**src/rtl/rv32i_pkg.sv**
```systemverilog
// Shared RV32I definitions used by the fetch stage.
//   XLEN       : architectural register / address width
//   INST_BYTES : bytes per instruction word (PC increment)
//   NOP        : canonical ADDI x0,x0,0 encoding
//   fetch_state_e : fetch control states (FETCH, DRAIN)
package rv32i_pkg;

  localparam int XLEN       = 32;
  localparam int INST_BYTES = 4;

  localparam logic [XLEN-1:0] NOP = 32'h0000_0013;

  typedef enum logic {
    FETCH = 1'b0,  // normal operation, every response is kept
    DRAIN = 1'b1   // stale responses from before a redirect are still owed
  } fetch_state_e;

  // Sequential PC step; wraps modulo 2^XLEN.
  function automatic logic [XLEN-1:0] pc_next(input logic [XLEN-1:0] pc);
    return pc + XLEN'(INST_BYTES);
  endfunction

endpackage

```
**src/rtl/sync_fifo.sv**
```systemverilog
// Synchronous FIFO with flush.
//   Clk, Reset : clock, synchronous active-high reset (also clears storage)
//   push/din   : write din when not full (or when full and popping)
//   pop/dout   : dout is the registered head entry; pop advances it
//   flush      : discard all entries (storage contents left as-is)
//   full/empty/count : occupancy status
// DEPTH must be a power of two so the pointers wrap naturally.
module sync_fifo #(
  parameter int DEPTH = 2,
  parameter int WIDTH = 64
) (
  input  logic                   Clk,
  input  logic                   Reset,
  input  logic                   push,
  input  logic                   pop,
  input  logic                   flush,
  input  logic [WIDTH-1:0]       din,
  output logic [WIDTH-1:0]       dout,
  output logic                   full,
  output logic                   empty,
  output logic [$clog2(DEPTH):0] count
);

  localparam int AW = $clog2(DEPTH);
  localparam int CW = AW + 1;

  logic [WIDTH-1:0] mem [DEPTH];
  logic [AW-1:0]    wr_ptr, rd_ptr;
  logic [CW-1:0]    cnt;
  logic             do_push, do_pop;

  assign full  = (cnt == CW'(DEPTH));
  assign empty = (cnt == '0);
  assign count = cnt;
  assign dout  = mem[rd_ptr];

  // A push into a full FIFO is fine when the head leaves in the same cycle.
  assign do_push = push && (!full || pop);
  assign do_pop  = pop && !empty;

  always_ff @(posedge Clk) begin
    if (Reset) begin
      wr_ptr <= '0;
      rd_ptr <= '0;
      cnt    <= '0;
      for (int i = 0; i < DEPTH; i++) mem[i] <= '0;
    end else if (flush) begin
      wr_ptr <= '0;
      rd_ptr <= '0;
      cnt    <= '0;
    end else begin
      if (do_push) begin
        mem[wr_ptr] <= din;
        wr_ptr      <= wr_ptr + AW'(1);
      end
      if (do_pop) rd_ptr <= rd_ptr + AW'(1);
      case ({do_push, do_pop})
        2'b10:   cnt <= cnt + CW'(1);
        2'b01:   cnt <= cnt - CW'(1);
        default: cnt <= cnt;
      endcase
    end
  end

endmodule

```
**src/rtl/fetch_unit.sv**
```systemverilog
// RV32I instruction fetch stage.
//   Clk, Reset        : clock, synchronous active-high reset
//   Redirect(_PC)     : one-cycle redirect pulse and new target (bits [1:0] ignored)
//   Imem_Req_*        : word fetch request channel (valid/ready), Imem_Addr = PC
//   Imem_Resp_*       : in-order instruction responses, never back-pressured
//   Inst_Valid/Ready  : decode handshake; Inst/Inst_PC are the buffer head
// Requests are only issued while a buffer slot is guaranteed for the reply
// (outstanding + occupancy < BUF_DEPTH). A redirect flushes the buffer and the
// tag queue and converts every still-owed response into one to be dropped.
module fetch_unit
  import rv32i_pkg::*;
#(
  parameter logic [XLEN-1:0] RESET_PC  = 32'h0000_0000,
  parameter int              BUF_DEPTH = 2
) (
  input  logic            Clk,
  input  logic            Reset,
  input  logic            Redirect,
  input  logic [XLEN-1:0] Redirect_PC,
  output logic            Imem_Req_Valid,
  input  logic            Imem_Req_Ready,
  output logic [XLEN-1:0] Imem_Addr,
  input  logic            Imem_Resp_Valid,
  input  logic [XLEN-1:0] Imem_Resp_Data,
  output logic            Inst_Valid,
  input  logic            Inst_Ready,
  output logic [XLEN-1:0] Inst,
  output logic [XLEN-1:0] Inst_PC
);

  localparam int            CW      = $clog2(BUF_DEPTH) + 1;
  localparam logic [CW:0]   DEPTH_C = (CW+1)'(BUF_DEPTH);

  fetch_state_e    state;
  logic [XLEN-1:0] pc;
  logic [CW-1:0]   outstanding, out_nxt;
  logic [CW-1:0]   drop, drop_nxt;
  logic [CW-1:0]   occ, tag_count;
  logic            accept, resp, draining, keep, pop_inst;
  logic            buf_full, buf_empty, tag_full, tag_empty;
  logic [2*XLEN-1:0] buf_head;
  logic [XLEN-1:0] tag_head;
  logic            unused_bits;

  assign draining = (state == DRAIN);

  assign Imem_Req_Valid = !Reset && (({1'b0, outstanding} + {1'b0, occ}) < DEPTH_C);
  assign Imem_Addr      = pc;
  assign accept         = Imem_Req_Valid && Imem_Req_Ready;
  assign resp           = Imem_Resp_Valid && !Reset;

  // Responses are kept only outside a drain and never in a redirect cycle;
  // both cases are already included in the drop accounting below.
  assign keep = resp && !draining && !Redirect;

  assign Inst_Valid = !Reset && !buf_empty;
  assign pop_inst   = Inst_Valid && Inst_Ready;
  assign Inst       = Reset ? '0 : buf_head[2*XLEN-1:XLEN];
  assign Inst_PC    = Reset ? '0 : buf_head[XLEN-1:0];

  // Every response retires one outstanding request, dropped or kept.
  always_comb begin
    out_nxt = outstanding + CW'(accept) - CW'(resp);
  end

  // On redirect every response still owed after this cycle becomes stale,
  // including one for a request accepted in the redirect cycle itself.
  always_comb begin
    drop_nxt = drop;
    if (Redirect)
      drop_nxt = out_nxt;
    else if (resp && draining)
      drop_nxt = drop - CW'(1);
  end

  always_ff @(posedge Clk) begin
    if (Reset) begin
      pc          <= RESET_PC;
      outstanding <= '0;
      drop        <= '0;
      state       <= FETCH;
    end else begin
      outstanding <= out_nxt;
      drop        <= drop_nxt;
      if (Redirect)
        pc <= {Redirect_PC[XLEN-1:2], 2'b00};
      else if (accept)
        pc <= pc_next(pc);
      case (state)
        FETCH:   if (drop_nxt != '0) state <= DRAIN;
        DRAIN:   if (drop_nxt == '0) state <= FETCH;
        default: state <= FETCH;
      endcase
    end
  end

  // PC of each in-flight, non-stale request, matched to its response in order.
  sync_fifo #(
    .DEPTH (BUF_DEPTH),
    .WIDTH (XLEN)
  ) u_tag_q (
    .Clk   (Clk),
    .Reset (Reset),
    .push  (accept),
    .pop   (keep),
    .flush (Redirect),
    .din   (pc),
    .dout  (tag_head),
    .full  (tag_full),
    .empty (tag_empty),
    .count (tag_count)
  );

  // Instruction buffer holding {instruction, PC} pairs for decode.
  sync_fifo #(
    .DEPTH (BUF_DEPTH),
    .WIDTH (2*XLEN)
  ) u_inst_buf (
    .Clk   (Clk),
    .Reset (Reset),
    .push  (keep),
    .pop   (pop_inst),
    .flush (Redirect),
    .din   ({Imem_Resp_Data, tag_head}),
    .dout  (buf_head),
    .full  (buf_full),
    .empty (buf_empty),
    .count (occ)
  );

  // Status bits not needed by the credit scheme.
  assign unused_bits = ^{Redirect_PC[1:0], buf_full, tag_full, tag_empty, tag_count};

endmodule

```
**config.mk**
```make
export PLATFORM = sky130hd
export DESIGN_NAME = fetch_unit
export DESIGN_NICKNAME = d
export VERILOG_FILES = /design/src/rtl/rv32i_pkg.sv /design/src/rtl/sync_fifo.sv /design/src/rtl/fetch_unit.sv
export SDC_FILE = /design/constraint.sdc
export NUM_CORES = 1
export LEC_CHECK = 0
export BUFFER_PORTS_ARGS = -buffer_cell sky130_fd_sc_hd__buf_2
export CAP_MARGIN = 20
export CORE_ASPECT_RATIO = 0.75
export CORE_MARGIN = 8
export CORE_UTILIZATION = 60
export CTS_CLUSTER_DIAMETER = 30
export CTS_CLUSTER_SIZE = 14
export DETAILED_ROUTE_END_ITERATION = 16
export GPL_ROUTABILITY_DRIVEN = 0
export HOLD_SLACK_MARGIN = 0.15
export PLACE_DENSITY_LB_ADDON = 0.12
export SETUP_SLACK_MARGIN = 0.3
export SYNTH_ARGS = -nofsm -noshare
export SYNTH_HDL_FRONTEND = slang
export SYNTH_SLANG_ARGS = --single-unit
```
**constraint.sdc**
```tcl
create_clock -name Clk -period 7.6 [get_ports Clk]
set_input_delay 0.76 -clock Clk [delete_from_list [all_inputs] [get_ports Clk]]
set_output_delay 0.76 -clock Clk [all_outputs]
set_load 0.02 [all_outputs]
```
==> flow_summary.yaml, run 1 <==
outcome:
  status: "completed"
routing:
  wirelength_um: 24500
  viasPerCell: 5.61
  dr_wl_met3_um: 1970
  routedWlPerCell_um: 18.6
  dr_total_vias: 7386
  wl_met2_um: 11400
  antenna_left: 0
  met1_length_um: 10600
  dr.pass1.iters: 5
  drc_errors: 0
  drtIter0Drc: 489
  highest_layer: "met4"
logic_synthesis:
  syn_area_um2: 10500
  avgSynthCellArea_um2: 11.8
  synth_edf_count: 184
  async_flop_share_pct: 0
  synth_cells: 894
  seq_area_frac_synth_pct: 61.1
  synth-main-ff-cell: "edfxtp_1"
  synth.distinct_cells: 59
  ys_ff_latch: 229
  yosys_warnings: 0
timing:
  rsz0062_at_grt: "false"
  tightest_slew_ns: 1.17
  drv_slew: 0
  fmax_ghz: 0.261
  fin_setup_tns_ns: 0
  post-route-period-util_pct: 50.5
  setup_viol: 0
  clock_skew_ns: 0.0164
  worst_slack_ns: 3.77
  hold_violations: 0
  relSlewSlack_pct: 21.2
  period_minus_slack_ns: 3.83
setup_path:
  critPathLaunchType: "flop"
  r2r_end: "u_tag_q.mem[0][14]"
  cp_slowest_stage_delay_ns: 0.80
  crit_chain: "and2_1 -> fa_1 -> nor4b_4 -> inv_2 -> nor4_2 -> buf_4 -> or2_2"
  path_delay_family: "simple AND/OR/NAND/NOR gates"
  rr_worst_depth: 7
  crit_required_ns: 7.73
  r2r_start: "u_inst_buf.count[0]"
  cp-end-kind: "flop"
  crit_path_start: "u_inst_buf.count[0]"
  cp.depth: 7
  crit_arrival_ns: 3.97
  criticalPathCategory: "flop to flop"
  crit_slowest_cell: "nor4b_4"
  endpoint: "u_tag_q.mem[0][14]"
  path_buf_inv: 2
  crit_fanout: 31
  rrSetupSlack_ns: 3.77
finish:
  layout-drive-gt1-share_pct: 23.0
  multi_input_area_um2: 3840
  fillers: 1231
  ff_latch_area_um2: 6430
  final_nets: 1124
  stdcell_count: 1317
  n_antenna_cell: 0
  area_growth_syn_to_layout_pct: 21.5
global_routing:
  grt_start_max_net_pins: 70
  overflow: 0
  track_usage_pct: 22.4
  antenna_found_initial: 0
  grt_pass1_wl_um: 39000
  grt_pass1_vias: 7434
floorplan:
  die_area_um2: 22100
  die_h_um: 131
  coreArea_um2: 17400
  start_util_pct: 60.5
  die_w_um: 169
  ioPinCount: 168
  num_rows: 42
power_and_ir_drop:
  p_leak_uw: 0.00486
  cellPowerDensity_nw_per_um2: 268
  vdd_drop_max_mv: 0.192
clock_tree:
  cts_hold_buf: 0
  cts_buffers: 38
  clockRootBuffer: "clkbuf_16"
  cts_resized: 0
  clockBufferDepth: 3
  cts_setup_buffers: 0
  cts_sinks: 229
  clkTransAtPathRegs_ns: 0.05
  insertion_delay_ns: 0.52
  htreeDepth: 2
  cts_tree: "yes"
place:
  place_hpwl_um: 15400
  pre_cts_ws_ns: 3.34
  dp.cells: 1250
  io_buffers: 161
worst_hold_path:
  hp-class: "primary input to flop"
job:
  max_cap_viol_count: 0
## through the flow
step	utilization (%)	hold WS, ns	area [µm²]	power [µW]
after floorplan	-	0.450	10500	1650
after global placement	66.1	0.462	11500	1740
after detailed placement	66.1	0.474	11500	1750
after CTS	73.5	0.454	12800	3450
after global routing	73.5	0.468	12800	3540
final	73.5	0.468	12800	3430
## sequential cells by signal, indices dropped and copies added, names as in the netlist, 2 cells and up, named ones only
register          flops
u_inst_buf.mem      124
Imem_Addr            30
u_inst_buf.count      2
u_tag_q.mem          60
outstanding           2
drop                  2
u_tag_q.count         2
## worst min path at each step
| stage | start | to | slack [ns] | cells after the start |
|---|---|---|---|---|
| after floorplan | u_inst_buf.wr_ptr | u_inst_buf.wr_ptr | 0.45 | 2 |
| after global placement | u_inst_buf.wr_ptr | u_inst_buf.wr_ptr | 0.46 | 2 |
| after detailed placement | u_inst_buf.wr_ptr | u_inst_buf.wr_ptr | 0.47 | 2 |
| after CTS | Redirect_PC[21] | Imem_Addr[21] | 0.45 | 3 |
| after global routing | Redirect_PC[15] | Imem_Addr[15] | 0.47 | 2 |
| final | Redirect_PC[21] | Imem_Addr[21] | 0.47 | 3 |
## layout by cell type (no fill, tap or decap), types with 8 or more instances in the layout
cell / instances
nand3_1: 10
and2_1: 127
nor4_1: 10
o21ai_0: 12
nand2_1: 24
a211oi_1: 9
xor2_1: 8
nand4_1: 17
nor2_1: 163
mux2i_1: 92
buf_2: 160
dfxtp_1: 44
nor3_1: 9
and4_1: 11
clkbuf_16: 40
xnor2_1: 11
edfxtp_1: 184
buf_4: 13
## worst min-delay path, delay by kind of cell
family / cells / cell delay, ns
buffers and inverters: 1 / 0.07
and+or+nand+nor: 2 / 0.12
## power breakdown
part	internal (µW)	switching, µW
registers	1430	46.2
clock network	1120	583
logic	86.8	164
total	2640	793
## area by class of cell
type / count / share of cell area, %
inverters: 8 / 0.235
flip-flops and latches: 229 / 50.3
multi-input cells: 598 / 30.0
clock buffers: 48 / 8.22
well taps: 242 / 2.37
clock inverters: 19 / 1.84
repair buffers: 173 / 7.02
## Yosys cell counts (all sizes together) (2+ instances only)
cell type  instances  share of area [%]
a2111oi            2               0.18
a211oi             9               0.64
a21boi             2               0.14
a21oi              7               0.33
a221o              2               0.19
a311oi             7               0.58
a31oi              3               0.18
and2             127                7.5
and3               3               0.18
and4              11               0.92
buf               15               0.75
clkbuf            47                1.7
dfxtp             45                8.6
edfxtp           184                 53
ha                 5               0.59
inv                8               0.29
mux2i             92                8.8
nand2             26               0.93
nand2b             4               0.24
nand3             10               0.48
nand4             17                1.0
nor2             163                5.8
nor2b              4               0.24
nor3               9               0.43
nor3b              2               0.14
nor4              11               0.65
nor4b              3               0.45
o2111a             4               0.43
o21a               2               0.14
o21ai             14               0.67
o31ai              4               0.29
or2                6               0.36
or3                6               0.36
or4                7               0.50
xnor2             11               0.92
xor2               8               0.67
## metal layers
layer	up-vias	global-route usage, %
met5	-	0
met4	0	8.53
met2	298	36.2
met3	47	5.10
li1	3514	-
met1	3527	29.3
## kinds of logic after synthesis
family | synth area share [%]
fa+ha+maj | 0.785
other cells | 0.0356
simple gates | 20.4
xor+xnor | 1.58
flops | 61.1
buf+inv | 2.71
compound gates | 4.55
mux | 8.86
No activity file was read; power rests on OpenSTA's default activity.
==> run 2: changes to the inputs <==
--- a/config.mk
+++ b/config.mk
@@ -9,7 +9,7 @@
 export CAP_MARGIN = 20
 export CORE_ASPECT_RATIO = 0.75
 export CORE_MARGIN = 8
-export CORE_UTILIZATION = 60
+export CORE_UTILIZATION = 57
 export CTS_CLUSTER_DIAMETER = 30
 export CTS_CLUSTER_SIZE = 14
 export DETAILED_ROUTE_END_ITERATION = 16
==> constraint.sdc (replaced) <==
create_clock -name Clk -period 4 [get_ports Clk]
set_input_delay 0.4 -clock Clk [delete_from_list [all_inputs] [get_ports Clk]]
set_output_delay 0.4 -clock Clk [all_outputs]
set_load 0.02 [all_outputs]
==> flow_summary.yaml, run 2 (synthesis results as in run 1) <==
outcome:
  status: "completed"
floorplan:
  die_w_um: 173
  die_h_um: 134
  start_util_pct: 57.5
  ioPinCount: 168
  coreArea_um2: 18300
  num_rows: 43
  die_area_um2: 23100
routing:
  dr.pass1.iters: 5
  routedWlPerCell_um: 17.9
  wirelength_um: 23900
  viasPerCell: 5.50
  drc_errors: 0
  dr_total_vias: 7333
  antenna_left: 0
  drtIter0Drc: 553
finish:
  largest_reg_flops: 124
  stdcell_count: 1334
  final_nets: 1133
  fillers: 1283
  area_growth_syn_to_layout_pct: 22.6
  n_antenna_cell: 0
  top_register: "u_inst_buf.mem"
  layout-drive-gt1-share_pct: 23.6
  final_common_cell: "edfxtp_1"
  final_cell_mix: "edfxtp_1, nor2_1, buf_2, and2_1, mux2i_1"
timing:
  hold_violations: 0
  fmax_ghz: 0.323
  period_minus_slack_ns: 3.10
  setup_viol: 0
  fin_setup_tns_ns: 0
  relSlewSlack_pct: 38.2
  worst_slack_ns: 0.903
  timing.hold.ws_ns: 0.171
  drv_slew: 0
  post-route-period-util_pct: 77.4
  tightest_slew_ns: 0.918
  clock_skew_ns: 0.0182
  rsz0062_at_grt: "false"
power_and_ir_drop:
  clock_power_share_pct: 49.5
  p_sw_uw: 1540
  vdd_drop_max_mv: 0.334
  p_int_uw: 4960
  power_switching_share_pct: 23.7
  cellPowerDensity_nw_per_um2: 504
  p_seq_share_pct: 43.1
  p_leak_uw: 0.00492
  comb_power_share_pct: 7.5
clock_tree:
  cts_resized: 0
  cts_tree: "yes"
  cts_setup_buffers: 0
  clockRootBuffer: "clkbuf_16"
  clkTransAtPathRegs_ns: 0.05
  htreeDepth: 2
  cts_sinks: 229
  cts_buffers: 39
  clockBufferDepth: 3
  insertion_delay_ns: 0.51
setup_path:
  rr_worst_depth: 12
  r2r_end: "draining"
  crit_required_ns: 4.42
  criticalPathCategory: "flop to flop"
  cp-end-kind: "flop"
  endpoint: "draining"
  crit_path_start: "u_inst_buf.count[0]"
  r2r_start: "u_inst_buf.count[0]"
  crit_chain: "and2_1 -> fa_1 -> nor4b_4 -> buf_4 -> inv_2 -> ha_1 -> inv_1 -> ha_1 -> xor2_1 -> xnor2_1 -> mux2_2 -> a31oi_1"
  cp_slowest_stage_delay_ns: 0.47
  crit_fanout: 14
  cp_common_cell: "ha_1"
  rrSetupSlack_ns: 0.90
  crit_slowest_cell: "fa_1"
  crit_arrival_ns: 3.52
  critPathLaunchType: "flop"
place:
  pre_cts_ws_ns: 0.931
  io_buffers: 161
  place_hpwl_um: 15400
  dp.cells: 1260
global_routing:
  antenna_found_initial: 0
  grt_start_max_net_pins: 66
  track_usage_pct: 20.2
  grt_pass1_wl_um: 38100
  grt_pass1_vias: 7284
  overflow: 0
worst_hold_path:
  hp-class: "primary input to flop"
job:
  max_cap_viol_count: 0
## run 2: changes by cell type in the layout (fill, tap and decap cells not counted), sizes merged
| cell | change |
|---|---|
| clkinvlp | -1 |
| clkinv | +4 |
| bufinv | -1 |
| dlygate4sd3 | +3 |
| inv | +2 |
| buf | +5 |
## run 2: routing by layer
metal	vias to the layer above	part of all wire [%]	track usage [%]
li1	3537	-	-
met1	3448	44	26.6
met2	294	46	32.1
met3	54	7.8	5.65
met4	0	2.0	6.45
met5	-	0	0
## run 2: what timing repair did
item / 4_1_cts / 5_1_grt
hold buffers: 3 / 0
hold endpoints to repair: 3 / 0
endpoints found under the setup margin: 0 / 0
## run 2: per-stage QoR
step	cell area (µm²)	util, %	power, µW
2_1_floorplan	10500	-	3130
3_3_place_gp	11600	63.3	3320
3_5_place_dp	11600	63.3	3330
4_1_cts	12900	70.6	6540
5_1_grt	12900	70.6	6710
6_report	12900	70.6	6500
## run 2: power groups by stage
stage	Clock, µW	Sequential, µW	Combinational, µW
global route	3370	2810	533
CTS	3260	2800	492
floorplan	0	2840	292
finish	3220	2800	485
detailed placement	0	2840	485
global placement	0	2840	480
## run 2: worst min path at each step
stage                           start                     to  slack [ns]  depth (start not counted)
floorplan           u_inst_buf.wr_ptr      u_inst_buf.wr_ptr        0.45                          2
global placement    u_inst_buf.wr_ptr      u_inst_buf.wr_ptr        0.46                          2
detailed placement  u_inst_buf.wr_ptr      u_inst_buf.wr_ptr        0.47                          2
CTS                 Imem_Resp_Data[0]  u_inst_buf.mem[1][32]        0.15                          2
global route        Imem_Resp_Data[8]  u_inst_buf.mem[1][40]        0.15                          2
finish              Imem_Resp_Data[0]  u_inst_buf.mem[1][32]        0.17                          2
## run 2: layout make-up
type,instances,area (µm²),share of cell area (%)
Clock buffer,48,1040,8.07
Clock inverter,23,253,1.96
Inverter,8,30.0,0.233
Multi-Input combinational cell,598,3840,29.8
Sequential cell,229,6430,49.8
Tap cell,247,309,2.39
Timing Repair Buffer,181,1000,7.77
## run 2: worst max-delay path, delay by kind of cell, from the launching register on
kind	cells	cell delay, ns
mux	1	0.28
xor+xnor	2	0.30
compound gates	1	0.17
buf+inv	3	0.44
simple gates	2	0.46
flops	1	0.41
fa+ha+maj	3	0.94
